File: src/rtl/ps2_host_tx.sv
// ps2_host_tx
//
// Host-to-device PS/2 transmitter. It accepts one command byte per handshake
// and performs the request-to-send sequence: the clock is inhibited, the start
// bit is asserted, and then the clock is released. It then shifts out eight
// data bits (LSB first), odd parity and the stop bit, in step with the clock
// that the device generates. It checks the device ACK and waits for the bus to
// go idle before it reports done. On a NACK or a timeout it reports an error
// instead. The pins are open-drain: an oe of 1 pulls the line low.
//
// Ports
//   clk          100 MHz system clock, rising edge
//   rst          asynchronous active-high reset
//   tx_data      command byte, sampled on an accepted handshake only
//   tx_valid     request to send tx_data
//   tx_ready     high only while idle; handshake = tx_valid && tx_ready
//   tx_busy      high whenever a transfer is in progress
//   tx_done      one-cycle pulse: device ACKed and the bus is idle again
//   tx_err       one-cycle pulse: NACK or timeout
//   PS2_clk_in   raw PS/2 clock pin
//   PS2_data_in  raw PS/2 data pin
//   PS2_clk_oe   1 pulls the PS/2 clock low, 0 releases it
//   PS2_data_oe  1 pulls the PS/2 data low, 0 releases it

module ps2_host_tx #(
  parameter int INHIBIT_CYCLES = 12000,
  parameter int START_HOLD     = 16,
  parameter int FILTER_LEN     = 8,
  parameter int TIMEOUT_CYCLES = 1500000
) (
  input  logic       clk,
  input  logic       rst,
  input  logic [7:0] tx_data,
  input  logic       tx_valid,
  output logic       tx_ready,
  output logic       tx_busy,
  output logic       tx_done,
  output logic       tx_err,
  input  logic       PS2_clk_in,
  input  logic       PS2_data_in,
  output logic       PS2_clk_oe,
  output logic       PS2_data_oe
);

  localparam int DLY_MAX = (INHIBIT_CYCLES > START_HOLD) ? INHIBIT_CYCLES : START_HOLD;
  localparam int DLY_W   = $clog2(DLY_MAX + 1);
  localparam int FLT_W   = $clog2(FILTER_LEN + 1);
  localparam int TO_W    = $clog2(TIMEOUT_CYCLES + 1);

  typedef enum logic [2:0] {
    IDLE,
    INHIBIT,
    START,
    SEND,
    ACK,
    WAIT_IDLE
  } state_t;

  // Input conditioning registers
  logic [1:0]       clkSync_q;
  logic [1:0]       dataSync_q;
  logic [FLT_W-1:0] clkFltCnt_q;
  logic [FLT_W-1:0] dataFltCnt_q;
  logic             clkFilt_q;
  logic             dataFilt_q;
  logic             clkFiltPrev_q;
  logic             fall;
  logic             timeout;

  // FSM and datapath registers
  state_t           state_q, state_d;
  logic [DLY_W-1:0] dlyCnt_q, dlyCnt_d;
  logic [TO_W-1:0]  tocnt_q, tocnt_d;
  logic [3:0]       bitcnt_q, bitcnt_d;
  logic [7:0]       shreg_q, shreg_d;
  logic             par_q, par_d;
  logic             txReady_q, txReady_d;
  logic             txBusy_q, txBusy_d;
  logic             txDone_q, txDone_d;
  logic             txErr_q, txErr_d;
  logic             clkOe_q, clkOe_d;
  logic             dataOe_q, dataOe_d;

  // Two-flop synchronizers, followed by a stability filter. A filtered line
  // moves only after FILTER_LEN consecutive samples disagree with it. Any
  // sample that agrees with the current filtered value restarts the count,
  // which is what rejects short glitches. Both lines idle high, so they
  // reset to 1 so that no edge is seen after reset.
  always_ff @(posedge clk or posedge rst) begin
    if (rst) begin
      clkSync_q     <= 2'b11;
      dataSync_q    <= 2'b11;
      clkFltCnt_q   <= '0;
      dataFltCnt_q  <= '0;
      clkFilt_q     <= 1'b1;
      dataFilt_q    <= 1'b1;
      clkFiltPrev_q <= 1'b1;
    end else begin
      clkSync_q     <= {clkSync_q[0], PS2_clk_in};
      dataSync_q    <= {dataSync_q[0], PS2_data_in};
      clkFiltPrev_q <= clkFilt_q;

      if (clkSync_q[1] == clkFilt_q) begin
        clkFltCnt_q <= '0;
      end else if (clkFltCnt_q == FLT_W'(FILTER_LEN - 1)) begin
        clkFilt_q   <= clkSync_q[1];
        clkFltCnt_q <= '0;
      end else begin
        clkFltCnt_q <= clkFltCnt_q + 1'b1;
      end

      if (dataSync_q[1] == dataFilt_q) begin
        dataFltCnt_q <= '0;
      end else if (dataFltCnt_q == FLT_W'(FILTER_LEN - 1)) begin
        dataFilt_q   <= dataSync_q[1];
        dataFltCnt_q <= '0;
      end else begin
        dataFltCnt_q <= dataFltCnt_q + 1'b1;
      end
    end
  end

  assign fall    = clkFiltPrev_q & ~clkFilt_q;
  assign timeout = (tocnt_q == TO_W'(TIMEOUT_CYCLES - 1));

  // State and registered outputs. The reset is asynchronous, so both pins are
  // released at once when it is asserted mid-transfer.
  always_ff @(posedge clk or posedge rst) begin
    if (rst) begin
      state_q   <= IDLE;
      dlyCnt_q  <= '0;
      tocnt_q   <= '0;
      bitcnt_q  <= '0;
      shreg_q   <= '0;
      par_q     <= 1'b0;
      txReady_q <= 1'b1;
      txBusy_q  <= 1'b0;
      txDone_q  <= 1'b0;
      txErr_q   <= 1'b0;
      clkOe_q   <= 1'b0;
      dataOe_q  <= 1'b0;
    end else begin
      state_q   <= state_d;
      dlyCnt_q  <= dlyCnt_d;
      tocnt_q   <= tocnt_d;
      bitcnt_q  <= bitcnt_d;
      shreg_q   <= shreg_d;
      par_q     <= par_d;
      txReady_q <= txReady_d;
      txBusy_q  <= txBusy_d;
      txDone_q  <= txDone_d;
      txErr_q   <= txErr_d;
      clkOe_q   <= clkOe_d;
      dataOe_q  <= dataOe_d;
    end
  end

  // Next-state logic. tocnt_d defaults to 0, so the timeout counter clears on
  // every fall and in every state that does not count. A fall is checked
  // before the timeout, so a fall in the same cycle as the timeout wins.
  always_comb begin
    state_d  = state_q;
    dlyCnt_d = dlyCnt_q;
    tocnt_d  = '0;
    bitcnt_d = bitcnt_q;
    shreg_d  = shreg_q;
    par_d    = par_q;
    clkOe_d  = clkOe_q;
    dataOe_d = dataOe_q;
    txDone_d = 1'b0;
    txErr_d  = 1'b0;

    unique case (state_q)
      IDLE: begin
        clkOe_d  = 1'b0;
        dataOe_d = 1'b0;
        if (tx_valid && txReady_q) begin
          state_d  = INHIBIT;
          shreg_d  = tx_data;
          par_d    = ~^tx_data;
          bitcnt_d = '0;
          dlyCnt_d = '0;
          clkOe_d  = 1'b1;
        end
      end

      INHIBIT: begin
        clkOe_d  = 1'b1;
        dataOe_d = 1'b0;
        if (dlyCnt_q == DLY_W'(INHIBIT_CYCLES - 1)) begin
          dlyCnt_d = '0;
          dataOe_d = 1'b1;
          state_d  = START;
        end else begin
          dlyCnt_d = dlyCnt_q + 1'b1;
        end
      end

      START: begin
        clkOe_d  = 1'b1;
        dataOe_d = 1'b1;
        if (dlyCnt_q == DLY_W'(START_HOLD - 1)) begin
          dlyCnt_d = '0;
          clkOe_d  = 1'b0;
          state_d  = SEND;
        end else begin
          dlyCnt_d = dlyCnt_q + 1'b1;
        end
      end

      // bitcnt_q holds the number of edges already consumed. Edges 1-8 carry
      // the data, edge 9 carries parity, and edge 10 releases the line for
      // the stop bit.
      SEND: begin
        clkOe_d = 1'b0;
        if (fall) begin
          bitcnt_d = bitcnt_q + 1'b1;
          if (bitcnt_q < 4'd8) begin
            dataOe_d = ~shreg_q[0];
            shreg_d  = {1'b0, shreg_q[7:1]};
          end else if (bitcnt_q == 4'd8) begin
            dataOe_d = ~par_q;
          end else begin
            dataOe_d = 1'b0;
            state_d  = ACK;
          end
        end else if (timeout) begin
          dataOe_d = 1'b0;
          txErr_d  = 1'b1;
          state_d  = IDLE;
        end else begin
          tocnt_d = tocnt_q + 1'b1;
        end
      end

      ACK: begin
        clkOe_d  = 1'b0;
        dataOe_d = 1'b0;
        if (fall) begin
          if (!dataFilt_q) begin
            state_d = WAIT_IDLE;
          end else begin
            txErr_d = 1'b1;
            state_d = IDLE;
          end
        end else if (timeout) begin
          txErr_d = 1'b1;
          state_d = IDLE;
        end else begin
          tocnt_d = tocnt_q + 1'b1;
        end
      end

      WAIT_IDLE: begin
        clkOe_d  = 1'b0;
        dataOe_d = 1'b0;
        if (clkFilt_q && dataFilt_q) begin
          txDone_d = 1'b1;
          state_d  = IDLE;
        end else if (fall) begin
          tocnt_d = '0;
        end else if (timeout) begin
          txErr_d = 1'b1;
          state_d = IDLE;
        end else begin
          tocnt_d = tocnt_q + 1'b1;
        end
      end

      default: begin
        clkOe_d  = 1'b0;
        dataOe_d = 1'b0;
        state_d  = IDLE;
      end
    endcase

    txReady_d = (state_d == IDLE);
    txBusy_d  = (state_d != IDLE);
  end

  assign tx_ready    = txReady_q;
  assign tx_busy     = txBusy_q;
  assign tx_done     = txDone_q;
  assign tx_err      = txErr_q;
  assign PS2_clk_oe  = clkOe_q;
  assign PS2_data_oe = dataOe_q;

endmodule

File: config.mk
export PLATFORM = sky130hd
export DESIGN_NAME = ps2_host_tx
export DESIGN_NICKNAME = d
export VERILOG_FILES = /design/src/rtl/ps2_host_tx.sv
export SDC_FILE = /design/constraint.sdc
export NUM_CORES = 1
export LEC_CHECK = 0
export CAP_MARGIN = 20
export CORE_ASPECT_RATIO = 0.5
export CORE_MARGIN = 2
export CORE_UTILIZATION = 30
export DETAILED_ROUTE_END_ITERATION = 8
export PLACE_DENSITY = 0.48
export SYNTH_ARGS = -nofsm -noshare
export SYNTH_HDL_FRONTEND = slang
export SYNTH_SLANG_ARGS = --single-unit
File: constraint.sdc
create_clock -name clk -period 3.5 [get_ports clk]
set_input_delay 0.7 -clock clk [delete_from_list [all_inputs] [get_ports clk]]
set_output_delay 0.7 -clock clk [all_outputs]
set_load 0.02 [all_outputs]
# --- Word-level counts from Yosys, hierarchy flattened ---
# Cells that the tools add are included.
# Widths: inputs -> output; s select.
op_classes:
  reduce_logical: 15
  multipliers: 0
  muxes: 48
  bitwise_logic: 6
  order_cmp: 1
  n_shift: 0
  n_div: 0
  addsub: 5
  eq_ne: 17
op_table:
  columns: ["operator", "n"]
  rows:
  - ["$mux 21", 3]
  - ["$mux 14", 3]
  - ["$pmux 14 s3", 1]
  - ["$pmux 21 s2", 1]
  - ["$mux 3", 11]
  - ["$mux 4", 6]
  - ["$mux 8", 3]
  - ["$add 21x1->21 const B", 1]
  - ["$eq 21x21->1 const B", 1]
  - ["$pmux 3 s6", 1]
  - ["$pmux 8 s2", 1]
  - ["$add 14x1->14 const B", 1]
  - ["$eq 14x14->1 const B", 1]
  - ["$eq 14x4->1 const B", 1]
  - ["$mux 1", 14]
  - ["$add 4x1->4 const B", 3]
  - ["$pmux 1 s3", 3]
  - ["$eq 4x3->1 const B", 2]
  - ["$pmux 4 s2", 1]
  - ["$reduce_and 2->1", 4]
  - ["$reduce_xnor 8->1", 1]
  - ["$eq 3x2->1 const B", 2]
  - ["$eq 3x3->1 const B", 2]
  - ["$logic_not 3->1", 2]
  - ["14 further kinds", 23]
word_totals:
  rom_bits: 0
  output_inout_bits: 6
  mem_count: 0
  ff_bits: 72
  ram_bits: 0
  latchBits: 0
  in_bits: 13

# --- Logic depth before layout (Yosys ltp) ---
# Gate-level depths: netlist of run 1.
depth:
  word_depth: 6
  mapped_depth: 8
  mapped_depth_nobuf: 7

# --- Least setup slack after synthesis of run 1 ---
# OpenSTA, ideal clock, no wires.
synth_path:
  kind: "input port to flip-flop"
  startpoint: "input port tx_valid"
  endpoint: "register shreg_q[0]"
  t_arrival_ns: 1.973
  path_stages: 6
  path_slack_ns: 1.445
  setup_ns: 0.082
  cell_sequence: "nand2_1 > nor4_2 > a2bb2oi_1 > buf_2 > nor2_1 > a31oi_1"
synth_via:
  elab_chain_len: 3
synth_lines:
  columns: ["element", "line", "text"]
  rows:
  - ["start: declaration", "34", "input logic tx_valid,"]
  - ["$logic_and 1x1->1", "177", "if (tx_valid && txReady_q) begin"]
  - ["$ne 2x2->1 (no source line)", null, null]
  - ["$reduce_and 4->1 (no source line)", null, null]
  - ["end signal: assignment", "147", "shreg_q <= shreg_d;"]
  - ["end: declaration", "75", "logic [7:0] shreg_q, shreg_d;"]
# No other way between the ends.
# A chain may end at the register's enable or synchronous reset.

# --- Worst setup path after layout of run 1 ---
layout_path:
  startpoint: "input port tx_valid"
  endpoint: "register dlyCnt_q[7]"
layout_via:
  elab_chain_len: 3
layout_lines:
  columns: ["element", "line", "text"]
  rows:
  - ["$logic_and 1x1->1", "177", null]
  - ["$ne 2x2->1 (no source line)", null, null]
  - ["$reduce_and 2->1 (no source line)", null, null]
  - ["end signal: assignment", "144", "dlyCnt_q <= dlyCnt_d;"]
  - ["end: declaration", "72", "logic [DLY_W-1:0] dlyCnt_q, dlyCnt_d;"]
# No other way between the ends.

==> key figures, run 1 <==
Run status
  – Status: complete, no violations

Floorplanning
  – Die Height: 80.6 um
  – Die area: 0.0127 sq mm
  – Core area: 0.0112 sq mm
  – Initial Utilization: 0.314
  – Chip Width: 157 um
  – I/O Pins: 19
  – Row cnt: 27

Synth
  – Synth Area in Adders: 0.0213
  – Largest family of logic cells by synthesized area: simple AND/OR/NAND/NOR gates
  – Yosys synthesis warning count: 0
  – Syn avg cell area: 9.80 sq um
  – Synthesized instance count: 359
  – Xor/xnor share of the synthesized area: 0.102
  – Sequential area share after synthesis: 0.515
  – Async S/R FF share, synth: 1.00
  – Syn Nets: 378
  – Number of flops mapped to enable cells by yosys: 0
  – Dominant synthesized flop cell: dfrtp_1
  – Compound-gate portion of the synthesized area: 0.0782
  – Mux contribution to synthesized area: 0.0128
  – Simple logic cell fraction of the synthesized area: 0.246
  – Post-synthesis register bit count: 72
  – Distinct cells, synth: 46
  – Post-Syn Area: 0.00352 sq mm

Power
  – Leak pwr: 1.71 nW
  – Worst vdd ir: 0.000235 V
  – Pwr/cell area: 490 mW/mm^2

Timing
  – Final setup TNS: 0 ns
  – Slew @ Worst Pin: 0.934 ns
  – Pins Over Slew Limit: 0
  – Unrepaired setup endpoints after global routing: no
  – Final setup violation count: 0
  – Clock skew: 0.00581 ns
  – Worst hold slack: 0.356 ns
  – Final worst path period share: 0.660
  – Slew headroom: 0.372
  – Post-route minimum period: 2.31 ns
  – Final hold viol count: 0
  – Max Clk Rate: 0.433 GHz

Drt
  – DRC violations left: 0
  – Vias/cell: 4.81
  – DRT Pass-1 Iters: 4
  – Total number of vias: 2638
  – 1st-iter DRT viols: 162
  – Final wirelength: 7260 um
  – Routed met2 length: 3600 um
  – Wire per inst: 13.2 um
  – Antenna viol nets, final: 0
  – Routed wl met3: 176 um
  – Uppermost routed layer: met4
  – Metal-1 WL: 3400 um

Job
  – Total of max-cap violations: 0

Setup path
  – Worst setup SP type: input port
  – Max incr delay on CP: 0.65 ns
  – WP data required: 3.70 ns
  – Arrival time worst endpoint: 2.51 ns
  – Cells along the critical path: clkdlybuf4s50_1 > a211o_1 > nor4b_1 > and4_1 > xnor2_1 > nor2_1
  – Buf+Inv Stages, Crit Path: 1
  – Crit path max fanout: 5
  – R2R cell count: 6
  – RR Endpoint: tx_busy
  – Crit Path Class: in -> reg
  – R2r setup slk: 1.21 ns
  – Slowest library cell on the worst path: nor4b_1
  – Kind of cell adding the most delay to the critical path: simple AND/OR/NAND/NOR gates
  – Reg-to-reg startpoint: tocnt_q[0]
  – Crit end category: register

Clock tree
  – TritonCTS clock tree: built
  – Clock H-tree levels: 3
  – CTS Buf Count: 9
  – Post-CTS Hold Fix Bufs: 0
  – Post-cts resize count: 0
  – CTS Buffer Depth: 2
  – Post-CTS Setup Inserts: 0
  – Clock latency on the worst-skew pair: 0.33 ns
  – Clock transition at path regs: 0.06 ns
  – CTS Root Cell: clkbuf_16
  – Clock sink count: 72

Min path
  – Min-delay worst type: reg -> reg
  – Beginning of the worst hold path: dataSync_q[0]
  – Hold Path Sink: dataSync_q[1]
  – WHS Path Cells: 0

Global route
  – Total track usage: 0.128
  – Pin count of the biggest net entering global routing: 28
  – First-pass GRT wire length: 12700 um
  – Vias in the first global route: 2717
  – Grt total ovfl: 0
  – Antenna violations before repair: 0

Place
  – Placed cell count: 533
  – Port Buf Inserts: 18
  – Dpl hpwl: 5240 um
  – Global placer's final weighted congestion: 0.812

Finish
  – Area grow syn2layout: 19.9%
  – Commonest non-fill, non-tap cell in the layout: dfrtp_1
  – Fillers: 1160
  – Final core occ: 0.376
  – Most frequent cells in the layout: dfrtp_1, nor2_1, nand2_1
  – Antenna Cells: 0
  – Ratio of cells with drive above 1 in the final layout: 0.121
  – Layout Nets: 404
  – Finished Layout Cells: 549
==> kinds of logic (layout without fill, tap and decap cells) <==
kind of cell | Yosys count | after routing
XOR/XNOR | 41 | 41
AO/OA/AOI/OAI | 41 | 41
buffers and inverters | 21 | 52
adder cells (fa/ha/maj) | 6 | 6
AND/OR/NAND/NOR | 174 | 174
flip-flops | 72 | 72
multiplexers | 4 | 4
==> worst reg2reg max path, cell delays in order (launching register included) <==
cell	delay [ns]
dfrtp_1	0.38
ha_1	0.25
nand4_2	0.18
or4_4	0.63
nor3_2	0.25
o21ai_1	0.17
or3_1	0.33
==> routing by layer <==
| layer | vias up | GRT usage |
|---|---|---|
| li1 | 1296 | - |
| met1 | 1312 | 0.154 |
| met2 | 24 | 0.218 |
| met3 | 6 | 0.0405 |
| met4 | 0 | 0.0455 |
| met5 | - | 0 |
==> synthesized netlist by cell type, drive strengths merged, types with 2 or more instances <==
cell    number  area (sq um)
dfstp        8           210
nor2        63           239
clkbuf       2          7.51
xor2        18           158
dfrtp       64          1600
nand4       10          68.8
ha           6          75.1
or4          2          18.8
nor3        11          65.1
mux2         4          45.0
inv         12          45.0
nor2b        3          18.8
or2          2          12.5
nand3       25           125
o21ai        6          30.0
and4         2          17.5
nor4b        2          17.5
a21o         2          15.0
nor3b        2          15.0
nor4         5          50.1
a31oi       13          81.3
buf          7          35.0
a22o         2          17.5
xnor2       23           201
and3         6          37.5
nand2b       4          25.0
nand2       31           116
or3          4          25.0
a21oi        9          45.0
==> state kept, by name, summed over array words and instances, names as in the netlist, 2 cells and up <==
name	cells
bitcnt_q	4
clkFltCnt_q	4
clkSync_q	2
dataFltCnt_q	4
dataSync_q	2
dlyCnt_q	14
shreg_q	8
state_q	3
tocnt_q	21
==> metrics by stage <==
stage | worst slack (ns) | power, mW | area (sq um)
floorplan | 0.988 | 1.05 | 3520
global placement | 0.889 | 1.10 | 3900
detailed placement | 0.849 | 1.11 | 3900
CTS | 1.21 | 2.11 | 4220
global route | 1.03 | 2.17 | 4220
finish | 1.19 | 2.07 | 4220
==> where the power goes <==
part | switching [mW] | internal (mW)
sequential | 0.0469 | 0.890
combinational | 0.0844 | 0.0746
clock | 0.348 | 0.624
total | 0.479 | 1.59
==> worst max path at each step <==
stage / from / end / slack, ns / cells after the start
3_3_place_gp: tx_valid / dlyCnt_q[7] / 0.89 / 6
3_5_place_dp: tx_valid / dlyCnt_q[7] / 0.85 / 6
4_1_cts: tx_valid / dlyCnt_q[7] / 1.21 / 6
6_report: tx_valid / dlyCnt_q[7] / 1.19 / 6
5_1_grt: tx_valid / dlyCnt_q[7] / 1.03 / 6
2_1_floorplan: rst / PS2_clk_oe / 0.99 / 1
==> final cells by class <==
cell class	count	area, sq um	share of cell area
flip-flops and latches	72	1810	0.429
multi-input cells	266	1620	0.384
clock buffers	9	225	0.0533
repair buffers	24	225	0.0533
well taps	159	199	0.0471
clock inverters	7	95.1	0.0225
inverters	12	45.0	0.0107
Power figures use the tool's default switching activity.
==> run 2, diff against run 1 <==
PLACE_DENSITY = 0.49   (was 0.48)
clock period = 2 ns   (was 3.5 ns; I/O delays follow)
==> run 2 against run 1 <==
Net effect:
- the flow now finishes with violations (setup timing)
- non-clock buffer count up 36
- sequential share of layout area down 3.8 points
- core utilization up 3.7 points
- largest cell class unchanged
- global-route usage about the same
- die area unchanged
- combinational power up 84%
- critical path depth down 1
- wire length down 1.5%
- cell count up 6.6%
- sequential power up 75%
==> key figures, run 2 (synthesis gave the netlist of run 1 again) <==
Power
  – Worst vdd ir: 0.000443 V (+89%)
  – Clk network pwr share: 0.494 (+0.024)
  – Int Power: 2.98 mW (+88%)
  – Leak pwr: 1.96 nW (+15%)
  – Switching Share: 0.218 (-0.0134)
  – Psw: 0.833 mW (+74%)
  – Pwr/cell area: 822 mW/mm^2 (+68%)
  – Comb pwr share: 0.077 (about the same)
  – Sequential power share: 0.429 (-0.024)
  – Total Power: 3.82 mW (+84%)

Global route
  – Total track usage: 0.128 (-0.000218)
  – First-pass GRT wire length: 12700 um (-0.22%)
  – Antenna violations before repair: 0 (unchanged)
  – Pin count of the biggest net entering global routing: 73 (+160%)
  – Grt total ovfl: 0 (unchanged)
  – Vias in the first global route: 2748 (+1.1%)

Setup path
  – Arrival time worst endpoint: 2.21 ns (-0.30 ns)
  – Max incr delay on CP: 0.59 ns (-0.06 ns)
  – Crit path max fanout: 4 (-1)
  – Worst setup SP type: register
  – WP data required: 2.21 ns (-1.49 ns)
  – Crit Path Class: reg -> reg
  – Crit end category: register
  – Slowest library cell on the worst path: or4_4
  – Buf+Inv Stages, Crit Path: 0 (-1)
  – Kind of cell adding the most delay to the critical path: simple AND/OR/NAND/NOR gates
  – Cells along the critical path: or2_4 > or4_4 > nor3_4 > o21ai_2 > or3_1

Place
  – Global placer's final weighted congestion: 0.770 (-5.2%)
  – Placed cell areas: 0.00418 sq mm (+7.2%)
  – Place WS: -0.0257 ns (-0.875 ns)
  – Dpl hpwl: 4950 um (-5.5%)
  – Port Buf Inserts: 18 (unchanged)
  – Placed cell count: 566 (+6.2%)

Timing
  – Final hold viol count: 0 (unchanged)
  – Max Clk Rate: 0.498 GHz
  – Post-route minimum period: 2.01 ns
  – Final worst path period share: 1.00
  – Pins Over Slew Limit: 0 (unchanged)
  – Slew @ Worst Pin: 0.413 ns (-0.521 ns)
  – Setup ws final: -0.00740 ns (-1.20 ns)
  – Slew headroom: 0.725 (+0.353)
  – Unrepaired setup endpoints after global routing: yes
  – Clock skew: 0.00496 ns (-0.000849 ns)
  – Worst hold slack: 0.349 ns (-0.00668 ns)
  – Final setup TNS: -0.00740 ns (-0.00740 ns)
  – Final setup violation count: 1 (+1)

Floorplanning
  – Die Height: 80.6 um (unchanged)
  – Die area: 0.0127 sq mm (unchanged)
  – Initial Utilization: 0.314 (unchanged)
  – I/O Pins: 19 (unchanged)
  – Core area: 0.0112 sq mm (unchanged)
  – Chip Width: 157 um (unchanged)
  – Row cnt: 27 (unchanged)

Finish
  – Most flops, register: tocnt_q
  – Commonest non-fill, non-tap cell in the layout: dfrtp_1
  – Max reg flops: 21 (unchanged)
  – Most frequent cells in the layout: dfrtp_1, nor2_1, buf_4
  – Final core occ: 0.414 (+0.0373)
  – Largest registers: tocnt_q: 21 flops, dlyCnt_q: 14 flops, shreg_q: 8 flops
  – Ratio of cells with drive above 1 in the final layout: 0.209 (+0.0884)
  – Fillers: 1107 (-4.6%)
  – Finished Layout Cells: 585 (+6.6%)
  – Area grow syn2layout: 31.8%
  – Design area: 0.00464 sq mm (+9.9%)
  – Layout Nets: 440 (+8.9%)
  – Antenna Cells: 0 (unchanged)

Clock tree
  – CTS Buffer Depth: 2 (unchanged)
  – Clock sink count: 72 (unchanged)
  – TritonCTS clock tree: built
  – Post-CTS Hold Fix Bufs: 0 (unchanged)
  – Clock H-tree levels: 3 (unchanged)
  – Clock latency on the worst-skew pair: 0.33 ns (about the same)
  – Clock transition at path regs: 0.06 ns (about the same)
  – CTS Buf Count: 9 (unchanged)
  – CTS Root Cell: clkbuf_16

Job
  – Total of max-cap violations: 0 (unchanged)

Min path
  – Min-delay worst type: reg -> reg

Drt
  – Final wirelength: 7160 um (-1.5%)
  – Antenna viol nets, final: 0 (unchanged)
  – Vias/cell: 4.60 (-4.3%)
  – Total number of vias: 2691 (+2.0%)
  – DRT Pass-1 Iters: 4 (unchanged)
  – 1st-iter DRT viols: 94 (-42%)
  – DRC violations left: 0 (unchanged)
  – Wire per inst: 12.2 um (-7.5%)

Run status
  – Failing checks: setup timing
  – Status: complete, but fails checks
run 2: layout make-up:
type | count | area (sq um) | area share
flip-flops and latches | 72 | 1810 | 0.391
multi-input cells | 266 | 1700 | 0.367
repair buffers | 60 | 520 | 0.112
clock buffers | 11 | 253 | 0.0545
well taps | 159 | 199 | 0.0429
clock inverters | 5 | 103 | 0.0221
inverters | 12 | 48.8 | 0.0105
run 2: path summary, 6_finish.rpt:
check	from	endpoint	slack (ns)	depth (start not counted)
hold reg to reg	dataSync_q[0]	dataSync_q[1]	0.35	0
setup / recovery	tocnt_q[7]	tx_busy	-0.007	5
setup reg to reg	tocnt_q[7]	tx_busy	-0.007	5
max in group asynchronous	rst	clkFiltPrev_q	1.15	3
hold / removal	dataSync_q[0]	dataSync_q[1]	0.35	0
min in group asynchronous	rst	clkFltCnt_q[2]	0.52	3
run 2: what timing repair did:
| item | in CTS | in global routing |
|---|---|---|
| buffers inserted | 0 | 3 |
| hold endpoints to repair | 0 | 0 |
| gates resized for setup | 1 | 12 |
| endpoints found under the setup margin | 1 | 36 |
| pin swaps | 1 | 9 |
run 2: power groups by stage:
stage / Combinational, mW / Clock, mW / Sequential (mW)
after detailed placement: 0.290 / 0 / 1.66
after global routing: 0.335 / 1.99 / 1.65
after floorplan: 0.208 / 0 / 1.64
after CTS: 0.296 / 1.93 / 1.64
after global placement: 0.291 / 0 / 1.66
final: 0.293 / 1.89 / 1.64
run 2: worst register-to-register path, delay by kind of cell, from the launching register on:
family             cells  cell delay (ns)
and+or+nand+nor        4             1.44
AOI/OAI and AO/OA      1             0.08
DFF                    1             0.37
run 2: layer usage:
metal  GRT usage  vias up  wire [um]
met1       0.165     1296       3670
met5           0        -          0
met3      0.0437        7        191
li1            -     1366          -
met4      0.0355        0         76
met2       0.206       22       3220
==> run 3, diff against run 2 <==
PLACE_DENSITY = default   (was 0.49)
PLACE_DENSITY_LB_ADDON = 0.15   (was default)
==> run 3 against run 2 <==
Net effect:
- the run now ends clean
- global-route usage down 0.18 points
- power down 3.0%
- flip-flop and latch count unchanged
- via count up 0.26%
- combinational power up 7.8%
- register-to-register slack about the same
- first-iteration DRC count up 36%
- die area unchanged
- count of clock-buffer cells in the layout unchanged
- sequential share of layout area up 0.98 points
- maximum frequency up 0.59%
- critical endpoint unchanged
- largest cell class unchanged
==> key figures, run 3 (synthesis gave the netlist of run 1 again) <==
Floorplanning
  – Die Height: 80.6 um (unchanged)
  – Die area: 0.0127 sq mm (unchanged)
  – Chip Width: 157 um (unchanged)
  – I/O Pins: 19 (unchanged)
  – Row cnt: 27 (unchanged)
  – Core area: 0.0112 sq mm (unchanged)
  – Initial Utilization: 0.314 (unchanged)

Place
  – Port Buf Inserts: 18 (unchanged)
  – Placed cell count: 561 (-0.88%)
  – Dpl hpwl: 5220 um (+5.5%)
  – Global placer's final weighted congestion: 0.841 (+9.3%)

Global route
  – Pin count of the biggest net entering global routing: 73 (unchanged)
  – Vias in the first global route: 2726 (-0.80%)
  – Grt total ovfl: 0 (unchanged)
  – Total track usage: 0.126 (-0.00176)
  – Antenna violations before repair: 0 (unchanged)
  – First-pass GRT wire length: 12500 um (-1.0%)

Drt
  – Wire per inst: 12.8 um (+5.0%)
  – DRC violations left: 0 (unchanged)
  – 1st-iter DRT viols: 128 (+36%)
  – Vias/cell: 4.67 (+1.5%)
  – Total number of vias: 2698 (+0.26%)
  – Final wirelength: 7420 um (+3.8%)
  – Antenna viol nets, final: 0 (unchanged)
  – DRT Pass-1 Iters: 4 (unchanged)

Finish
  – Commonest non-fill, non-tap cell in the layout: dfrtp_1
  – Fillers: 1105 (-0.18%)
  – Most frequent cells in the layout: dfrtp_1, nor2_1, buf_4
  – Layout Nets: 433 (-1.6%)
  – Finished Layout Cells: 578 (-1.2%)
  – Most flops, register: tocnt_q
  – Ratio of cells with drive above 1 in the final layout: 0.191 (-0.0180)
  – Largest registers: tocnt_q: 21 flops, dlyCnt_q: 14 flops, shreg_q: 8 flops
  – Area grow syn2layout: 28.6%
  – Antenna Cells: 0 (unchanged)
  – Max reg flops: 21 (unchanged)

Timing
  – Unrepaired setup endpoints after global routing: yes
  – Slew @ Worst Pin: 0.387 ns (-0.0256 ns)
  – Max Clk Rate: 0.501 GHz (+0.59%)
  – Clock skew: 0.00489 ns (-0.0000697 ns)
  – Pins Over Slew Limit: 0 (unchanged)
  – Post-route minimum period: 2.00 ns (-0.0118 ns)
  – Slew headroom: 0.740 (+0.0149)
  – Final setup TNS: 0 ns (+0.00740 ns)
  – Final hold viol count: 0 (unchanged)
  – Final worst path period share: 0.998 (-0.00590)
  – Final setup violation count: 0 (-1)

Setup path
  – Crit path max fanout: 4 (unchanged)
  – Worst setup SP type: register
  – Arrival time worst endpoint: 2.20 ns (about the same)
  – WP data required: 2.20 ns (about the same)
  – Crit end category: register
  – Crit Path Class: reg -> reg

Clock tree
  – Clock H-tree levels: 3 (unchanged)
  – Clock transition at path regs: 0.06 ns (about the same)
  – Post-CTS Hold Fix Bufs: 0 (unchanged)
  – Clock sink count: 72 (unchanged)
  – CTS Root Cell: clkbuf_16
  – CTS Buf Count: 9 (unchanged)
  – Clock latency on the worst-skew pair: 0.33 ns (about the same)
  – CTS Buffer Depth: 2 (unchanged)
  – TritonCTS clock tree: built

Min path
  – Min-delay worst type: reg -> reg

Power
  – Leak pwr: 1.90 nW (-3.0%)
  – Pwr/cell area: 818 mW/mm^2 (-0.53%)
  – Worst vdd ir: 0.000329 V (-26%)

Job
  – Total of max-cap violations: 0 (unchanged)

Run status
  – Status: complete, no violations
==> run 3: repair_timing <==
action	in CTS	in global routing
setup buffers	0	1
hold endpoints to repair	0	0
setup endpoints to repair	0	21
gates resized for setup	0	9
==> run 3: worst max-delay path, cell delays in order (launching register included) <==
cell and delay [ns]:
dfrtp_1 0.37, or2_2 0.29, or4_4 0.59, nor3_4 0.14, o211ai_2 0.11, or3_1 0.37
==> run 3: routing by layer <==
metal | up-vias | track usage | wire length [um]
met2 | 24 | 0.217 | 3620
met4 | 0 | 0.0418 | 42
met3 | 4 | 0.0372 | 166
met1 | 1315 | 0.153 | 3600
met5 | - | 0 | 0
li1 | 1355 | - | -
==> run 3: final cells by class <==
class	instances	area, sq um	share of cell area
Inverter	12	48.8	0.0108
Clock inverter	5	78.8	0.0174
Timing Repair Buffer	53	459	0.101
Tap cell	159	199	0.0440
Sequential cell	72	1810	0.401
Multi-Input combinational cell	266	1670	0.370
Clock buffer	11	253	0.0558
==> run 3: through the flow <==
stage	total power, mW	worst slack (ns)	area, sq um	util	hold WS (ns)
floorplan	1.85	0.0330	3530	-	0.345
global placement	1.96	0.0212	4130	0.368	0.346
detailed placement	1.97	0.00248	4130	0.368	0.348
CTS	3.75	0.00285	4460	0.398	0.352
global route	3.88	-0.0605	4530	0.404	0.351
finish	3.70	0.00439	4530	0.404	0.350
==> run 3: final timing paths <==
path	cells past startpoint	startpoint	slack, ns	endpoint
worst max register to register	5	tocnt_q[5]	0.004	tx_busy
min in group asynchronous	3	rst	0.53	dlyCnt_q[2]
worst min register to register	0	clkSync_q[0]	0.35	clkSync_q[1]
max in group asynchronous	3	rst	1.13	dataSync_q[1]
worst min-delay path	0	clkSync_q[0]	0.35	clkSync_q[1]
worst max-delay path	5	tocnt_q[5]	0.004	tx_busy
==> run 3: report_power, final <==
part | total (mW) | leakage, nW | switching [mW] | internal [mW]
logic | 0.316 | 0.829 | 0.164 | 0.152
clock network | 1.75 | 0.165 | 0.589 | 1.16
registers | 1.64 | 0.909 | 0.0822 | 1.56
total | 3.70 | 1.90 | 0.835 | 2.87
